==> src/rtl/dsp_reg_pkg.sv <==
// Shared types and constants for the DSP-side SPI register scheduler.
// The optional address range checking is enabled with DSP_REG_ADDR_CHECK_EN.
package dsp_reg_pkg;

  typedef enum logic [2:0] {
    IDLE,
    WR_POP,
    WR_EXEC,
    RD_POP,
    RD_EXEC,
    RD_PUSH
  } state_e;

  localparam int REG_CTRL   = 0;
  localparam int REG_STATUS = 1;

  localparam int CTRL_ENABLE  = 0;
  localparam int CTRL_MAPPING = 1;
  localparam int CTRL_ERR_CLR = 7;

  localparam logic [7:0] ADDR_ERR_DATA = 8'hEE;

endpackage

==> src/rtl/dsp_reg_bank.sv <==
// Register bank: storage, CTRL/STATUS decode, read mux and address range check.
// DSP_REG_ADDR_CHECK_EN adds the sticky out-of-range flag in STATUS bit2.
module dsp_reg_bank
  import dsp_reg_pkg::*;
#(
  parameter int NUM_REGS = 16,
  parameter int ADDR_W   = 10,
  parameter int DATA_W   = 8
) (
  input  logic              clk,
  input  logic              rst_n,
  input  logic              we_i,
  input  logic [ADDR_W-1:0] waddr_i,
  input  logic [DATA_W-1:0] wdata_i,
  input  logic              re_i,
  input  logic [ADDR_W-1:0] raddr_i,
  output logic [DATA_W-1:0] rdata_o,
  output logic              cfg_enable_o,
  output logic              cfg_mapping_o
);

  localparam int IDX_W = (NUM_REGS > 1) ? $clog2(NUM_REGS) : 1;
  localparam logic [DATA_W-1:0] CTRL_MASK = DATA_W'(3);

  logic [DATA_W-1:0] mem_q [NUM_REGS];
  logic              cfg_enable_q;
  logic              cfg_mapping_q;
  logic              addr_err;
  logic              wr_in_range;
  logic              rd_in_range;
  logic [IDX_W-1:0]  widx;
  logic [IDX_W-1:0]  ridx;

  assign wr_in_range = (waddr_i < ADDR_W'(NUM_REGS));
  assign rd_in_range = (raddr_i < ADDR_W'(NUM_REGS));
  assign widx        = waddr_i[IDX_W-1:0];
  assign ridx        = raddr_i[IDX_W-1:0];

  // CTRL keeps only its two live bits; STATUS is never stored.
  always_ff @(posedge clk or negedge rst_n) begin
    if (!rst_n) begin
      for (int i = 0; i < NUM_REGS; i++) mem_q[i] <= '0;
    end else if (we_i && wr_in_range) begin
      if (waddr_i == ADDR_W'(REG_CTRL)) begin
        mem_q[REG_CTRL] <= wdata_i & CTRL_MASK;
      end else if (waddr_i != ADDR_W'(REG_STATUS)) begin
        mem_q[widx] <= wdata_i;
      end
    end
  end

  always_ff @(posedge clk or negedge rst_n) begin
    if (!rst_n) begin
      cfg_enable_q  <= 1'b0;
      cfg_mapping_q <= 1'b0;
    end else begin
      cfg_enable_q  <= mem_q[REG_CTRL][CTRL_ENABLE];
      cfg_mapping_q <= mem_q[REG_CTRL][CTRL_MAPPING];
    end
  end

`ifdef DSP_REG_ADDR_CHECK_EN
  localparam logic [DATA_W-1:0] OOR_DATA = DATA_W'(ADDR_ERR_DATA);
  logic err_q;

  // Setting wins over clearing; both cannot happen in the same cycle anyway.
  always_ff @(posedge clk or negedge rst_n) begin
    if (!rst_n) begin
      err_q <= 1'b0;
    end else if ((we_i && !wr_in_range) || (re_i && !rd_in_range)) begin
      err_q <= 1'b1;
    end else if (we_i && (waddr_i == ADDR_W'(REG_CTRL)) && wdata_i[CTRL_ERR_CLR]) begin
      err_q <= 1'b0;
    end
  end

  assign addr_err = err_q;
`else
  localparam logic [DATA_W-1:0] OOR_DATA = '0;
  logic unused_re;

  assign unused_re = re_i;
  assign addr_err  = 1'b0;
`endif

  always_comb begin
    rdata_o = '0;
    if (!rd_in_range) begin
      rdata_o = OOR_DATA;
    end else if (raddr_i == ADDR_W'(REG_STATUS)) begin
      rdata_o[0] = cfg_enable_q;
      rdata_o[1] = cfg_mapping_q;
      rdata_o[2] = addr_err;
    end else begin
      rdata_o = mem_q[ridx];
    end
  end

  assign cfg_enable_o  = cfg_enable_q;
  assign cfg_mapping_o = cfg_mapping_q;

endmodule

==> src/rtl/dsp_reg_scheduler.sv <==
// Drains the SPI write/read request FIFOs onto the local register bank with
// round-robin arbitration; DSP_REG_ADDR_CHECK_EN enables address error reporting.
module dsp_reg_scheduler
  import dsp_reg_pkg::*;
#(
  parameter int NUM_REGS = 16,
  parameter int ADDR_W   = 10,
  parameter int DATA_W   = 8
) (
  input  logic              clk,
  input  logic              rst_n,
  input  logic              waddr_empty,
  input  logic [ADDR_W-1:0] waddr_data,
  output logic              waddr_rd_en,
  input  logic              wdata_empty,
  input  logic [DATA_W-1:0] wdata_data,
  output logic              wdata_rd_en,
  input  logic              raddr_empty,
  input  logic [ADDR_W-1:0] raddr_data,
  output logic              raddr_rd_en,
  input  logic              rdata_full,
  output logic              rdata_wr_en,
  output logic [DATA_W-1:0] rdata_out,
  output logic              cfg_enable,
  output logic              cfg_mapping,
  output logic              busy
);

  state_e            state_q, state_d;
  logic              last_was_write_q, last_was_write_d;
  logic [DATA_W-1:0] rdata_q;
  logic [DATA_W-1:0] bank_rdata;
  logic              wr_pend;
  logic              rd_pend;

  assign wr_pend = !waddr_empty && !wdata_empty;
  assign rd_pend = !raddr_empty && !rdata_full;

  always_ff @(posedge clk or negedge rst_n) begin
    if (!rst_n) begin
      state_q          <= IDLE;
      last_was_write_q <= 1'b0;
      rdata_q          <= '0;
    end else begin
      state_q          <= state_d;
      last_was_write_q <= last_was_write_d;
      if (state_q == RD_EXEC) rdata_q <= bank_rdata;
    end
  end

  // On a tie the type not served last wins, giving strict alternation.
  always_comb begin
    state_d          = state_q;
    last_was_write_d = last_was_write_q;
    case (state_q)
      IDLE: begin
        if (wr_pend && (!rd_pend || !last_was_write_q)) begin
          state_d          = WR_POP;
          last_was_write_d = 1'b1;
        end else if (rd_pend) begin
          state_d          = RD_POP;
          last_was_write_d = 1'b0;
        end
      end
      WR_POP:  state_d = WR_EXEC;
      WR_EXEC: state_d = IDLE;
      RD_POP:  state_d = RD_EXEC;
      RD_EXEC: state_d = RD_PUSH;
      RD_PUSH: state_d = IDLE;
      default: state_d = IDLE;
    endcase
  end

  assign waddr_rd_en = (state_q == WR_POP);
  assign wdata_rd_en = (state_q == WR_POP);
  assign raddr_rd_en = (state_q == RD_POP);
  assign rdata_wr_en = (state_q == RD_PUSH);
  assign rdata_out   = rdata_q;
  assign busy        = (state_q != IDLE);

  dsp_reg_bank #(
    .NUM_REGS (NUM_REGS),
    .ADDR_W   (ADDR_W),
    .DATA_W   (DATA_W)
  ) u_bank (
    .clk           (clk),
    .rst_n         (rst_n),
    .we_i          (state_q == WR_EXEC),
    .waddr_i       (waddr_data),
    .wdata_i       (wdata_data),
    .re_i          (state_q == RD_EXEC),
    .raddr_i       (raddr_data),
    .rdata_o       (bank_rdata),
    .cfg_enable_o  (cfg_enable),
    .cfg_mapping_o (cfg_mapping)
  );

endmodule

==> config.mk <==
export PLATFORM = sky130hd
export DESIGN_NAME = dsp_reg_scheduler
export DESIGN_NICKNAME = d
export VERILOG_FILES = /design/src/rtl/dsp_reg_pkg.sv /design/src/rtl/dsp_reg_bank.sv /design/src/rtl/dsp_reg_scheduler.sv
export SDC_FILE = /design/constraint.sdc
export NUM_CORES = 1
export LEC_CHECK = 0
export BUFFER_PORTS_ARGS = -buffer_cell sky130_fd_sc_hd__buf_2
export CAP_MARGIN = 10
export CORE_ASPECT_RATIO = 0.6
export CORE_MARGIN = 3
export CORE_UTILIZATION = 50
export DETAILED_ROUTE_END_ITERATION = 16
export HOLD_SLACK_MARGIN = 0.12
export PLACE_DENSITY = 0.68
export SLEW_MARGIN = 40
export SYNTH_ARGS = -nofsm -noshare
export SYNTH_HDL_FRONTEND = slang
export SYNTH_SLANG_ARGS = --single-unit
==> constraint.sdc <==
create_clock -name clk -period 2.55 [get_ports clk]
set_input_delay 0.3825 -clock clk [delete_from_list [all_inputs] [get_ports clk]]
set_output_delay 0.3825 -clock clk [all_outputs]
set_load 0.01 [all_outputs]
==> reports/metrics.yaml <==
run_status:
  outcome: "completed"
grt:
  grt_max_degree: 54
  grt.total_usage: 0.2173
  first_global_vias: 4151
  grt_antenna_before_repair: 0
  globalRouteOverflowTotal: 0
  grt_first_pass_wirelength_um: 23870
placement:
  post_dp_cell_area_mm2: 0.007079
  placement.io_buffers: 48
  placed_cells_incl_taps: 633
  setup_ws_pre_cts_ps: 210.0
  hpwl_um: 9752
  finalWeightedCongestion: 0.8333
detailed_routing:
  wirelength_um: 14690
  routed_via_density: 5.958
  routed_wire_length_per_instance_um: 22.06
  drtAntennaViolNets: 0
  drt_first_pass_iters: 4
  first_iter_violations: 208
  routed-via-count: 3968
  drcViolationCount: 0
yosys:
  synth_top_flop_cell: "dfrtp_1"
  synth.cell_area_mm2: 0.006585
  ys_seq_area_frac: 0.5396
  synth_instances: 432
  yosysWarningCount: 0
  async_flop_share: 1.000
  ys_ff_latch: 142
  mappedNetlistNets: 466
  synth.avg_cell_area_um2: 15.24
  edff_count_synth: 0
  synth_cell_types: 43
die:
  die-width_um: 154.2
  design.portCount: 49
  dieArea_mm2: 0.01463
  row_count: 31
  die_h_um: 94.90
  initial_standard_cell_utilization_of_the_core: 0.5289
  core_area_mm2: 0.01245
worst_hold_path:
  hold_path.class: "primary input to flop"
  hold_path_end: "last_was_write_q"
  worst_hold_path.num_cells: 3
  worst_hold_startpoint: "raddr_empty"
sta:
  grt_setup_unrepaired: "false"
  finalMaxSlewViolations: 0
  timing_hold_violations_final: 0
  layout_worst_path_cycle_share: 0.9128
  finalHoldWorstSlack_ps: 239.3
  layout_setup_ws_ps: 222.4
  fin_crit_ps: 2328
  maxClockFrequency_mhz: 429.6
  tightestPinTransition_ps: 666.7
  worst_clock_skew_ps: 8.907
  setup_total_negative_slack_ps: 0
  setup_violations: 0
  slew_margin_rel: 0.5555
critical_path:
  critical_path.reg2reg.endpoint: "u_bank.mem_q[8]"
  rr_worst_depth: 4
  reg2reg_from: "state_q[0]"
  critPathMaxFanout: 15
  worst_ep_arrival_time_ps: 2610
  path_class: "flop to flop"
  nature_of_the_critical_path_startpoint: "flop"
  required_ps: 2840
  r2r_slack_ps: 220
  worstSetupEndpointType: "flop"
clock_network:
  worst_setup_hold_path_clk_slew_ps: 60
  cts_tree: "yes"
  max-clock-path-buffers: 2
  cts_inserted_buffers: 17
  cts_setup_buffers: 0
  clock-sinks: 142
  cts.htree.levels: 4
  clk_latency_ps: 410
  post_cts.resized_instances: 0
  cts-root-buf: "clkbuf_16"
job:
  max_cap_viol_count: 0
layout:
  diodes: 0
  fin_area_mm2: 0.007744
  mostFrequentLayoutCell: "dfrtp_1"
  post_layout_util: 0.6219
  top_library_cells_by_usage_in_the_layout_fill_and_taps_aside: "dfrtp_1 (142), mux2_2 (115), buf_2 (47), mux4_2 (27), buf_4 (21)"
  final_stage_net_count: 522
  layout-drive-gt1-share: 0.5210
  stdcell_count: 666
  layout-area-overhead-vs-synth_pct: 17.59
pwr:
  power.density_mw_per_mm2: 715.8
  report.power.total_mw: 5.543
  peakVddDrop_uv: 497.4
  leakage_nw: 3.776
==> Yosys cell counts, drive strengths merged, types with 4 or more instances <==
cell type	number	share of area
buf	10	0.0095
o21ai	8	0.0061
nand2b	9	0.0085
nor4	6	0.016
nor3	19	0.033
nor2	4	0.0023
nor2b	8	0.0076
dfrtp	142	0.54
mux2	120	0.21
nand2	6	0.0034
clkbuf	25	0.014
mux4	27	0.092
mux2i	14	0.021
a32oi	7	0.0093
==> flip-flops by register name, summed over array words and instances (netlist names) <==
name and count:
last_was_write_q 1, state_q 3, u_bank.cfg_enable_o 1, u_bank.mem_q 128, u_bank.cfg_mapping_o 1, rdata_out 8
==> timing repair <==
item                                   CTS  global route
setup endpoints to repair                0             0
endpoints found under the hold margin   49             0
hold buffers                             1             0
==> final cells by class <==
class / count / area (um^2)
multi-input combinational: 255 / 2875
fill: 912 / 4707
timing repair buffer: 72 / 454.2
clock inverter: 11 / 214.0
sequential: 142 / 3553
clock buffer: 21 / 440.4
tap: 165 / 206.4
==> routing by layer <==
layer / wire length (um) / share of wire / GRT usage / vias up
li1: - / - / - / 1729
met1: 7099 / 0.48 / 0.3188 / 2105
met2: 6595 / 0.45 / 0.3269 / 119
met3: 858 / 0.058 / 0.04945 / 15
met4: 138 / 0.0094 / 0.06613 / 0
met5: 0 / 0 / 0 / -
==> power breakdown <==
| part | total [mW] | switching [mW] | internal (mW) |
|---|---|---|---|
| clock network | 2.77 | 0.938 | 1.83 |
| logic | 0.410 | 0.253 | 0.157 |
| registers | 2.36 | 0.0532 | 2.31 |
| total | 5.54 | 1.24 | 4.30 |
==> cell families (layout without fill, tap and decap cells) <==
family / after synthesis / count (layout) / synth area share
mux: 161 / 161 / 0.3188
flops: 142 / 142 / 0.5396
simple gates: 68 / 68 / 0.08987
buf+inv: 35 / 104 / 0.02375
compound gates: 26 / 26 / 0.02793
==> critical path, stage by stage (launching register included) <==
cell and delay [ps]:
dfrtp_1 460, nor4_4 350, nand3_4 380, nor3_4 600, mux2_2 390
==> how the worst max path moves through the flow <==
stage	slack [ps]	end	startpoint	cells past startpoint
after floorplan	530	rdata_out[4]	raddr_data[1]	6
after global placement	270	u_bank.mem_q[69]	waddr_data[4]	5
after detailed placement	210	u_bank.mem_q[15]	waddr_data[6]	5
final	220	u_bank.mem_q[8]	state_q[0]	4
after CTS	210	u_bank.mem_q[8]	state_q[0]	4
after global routing	120	u_bank.mem_q[8]	state_q[0]	4
No activity file was read; power rests on OpenSTA's default activity.
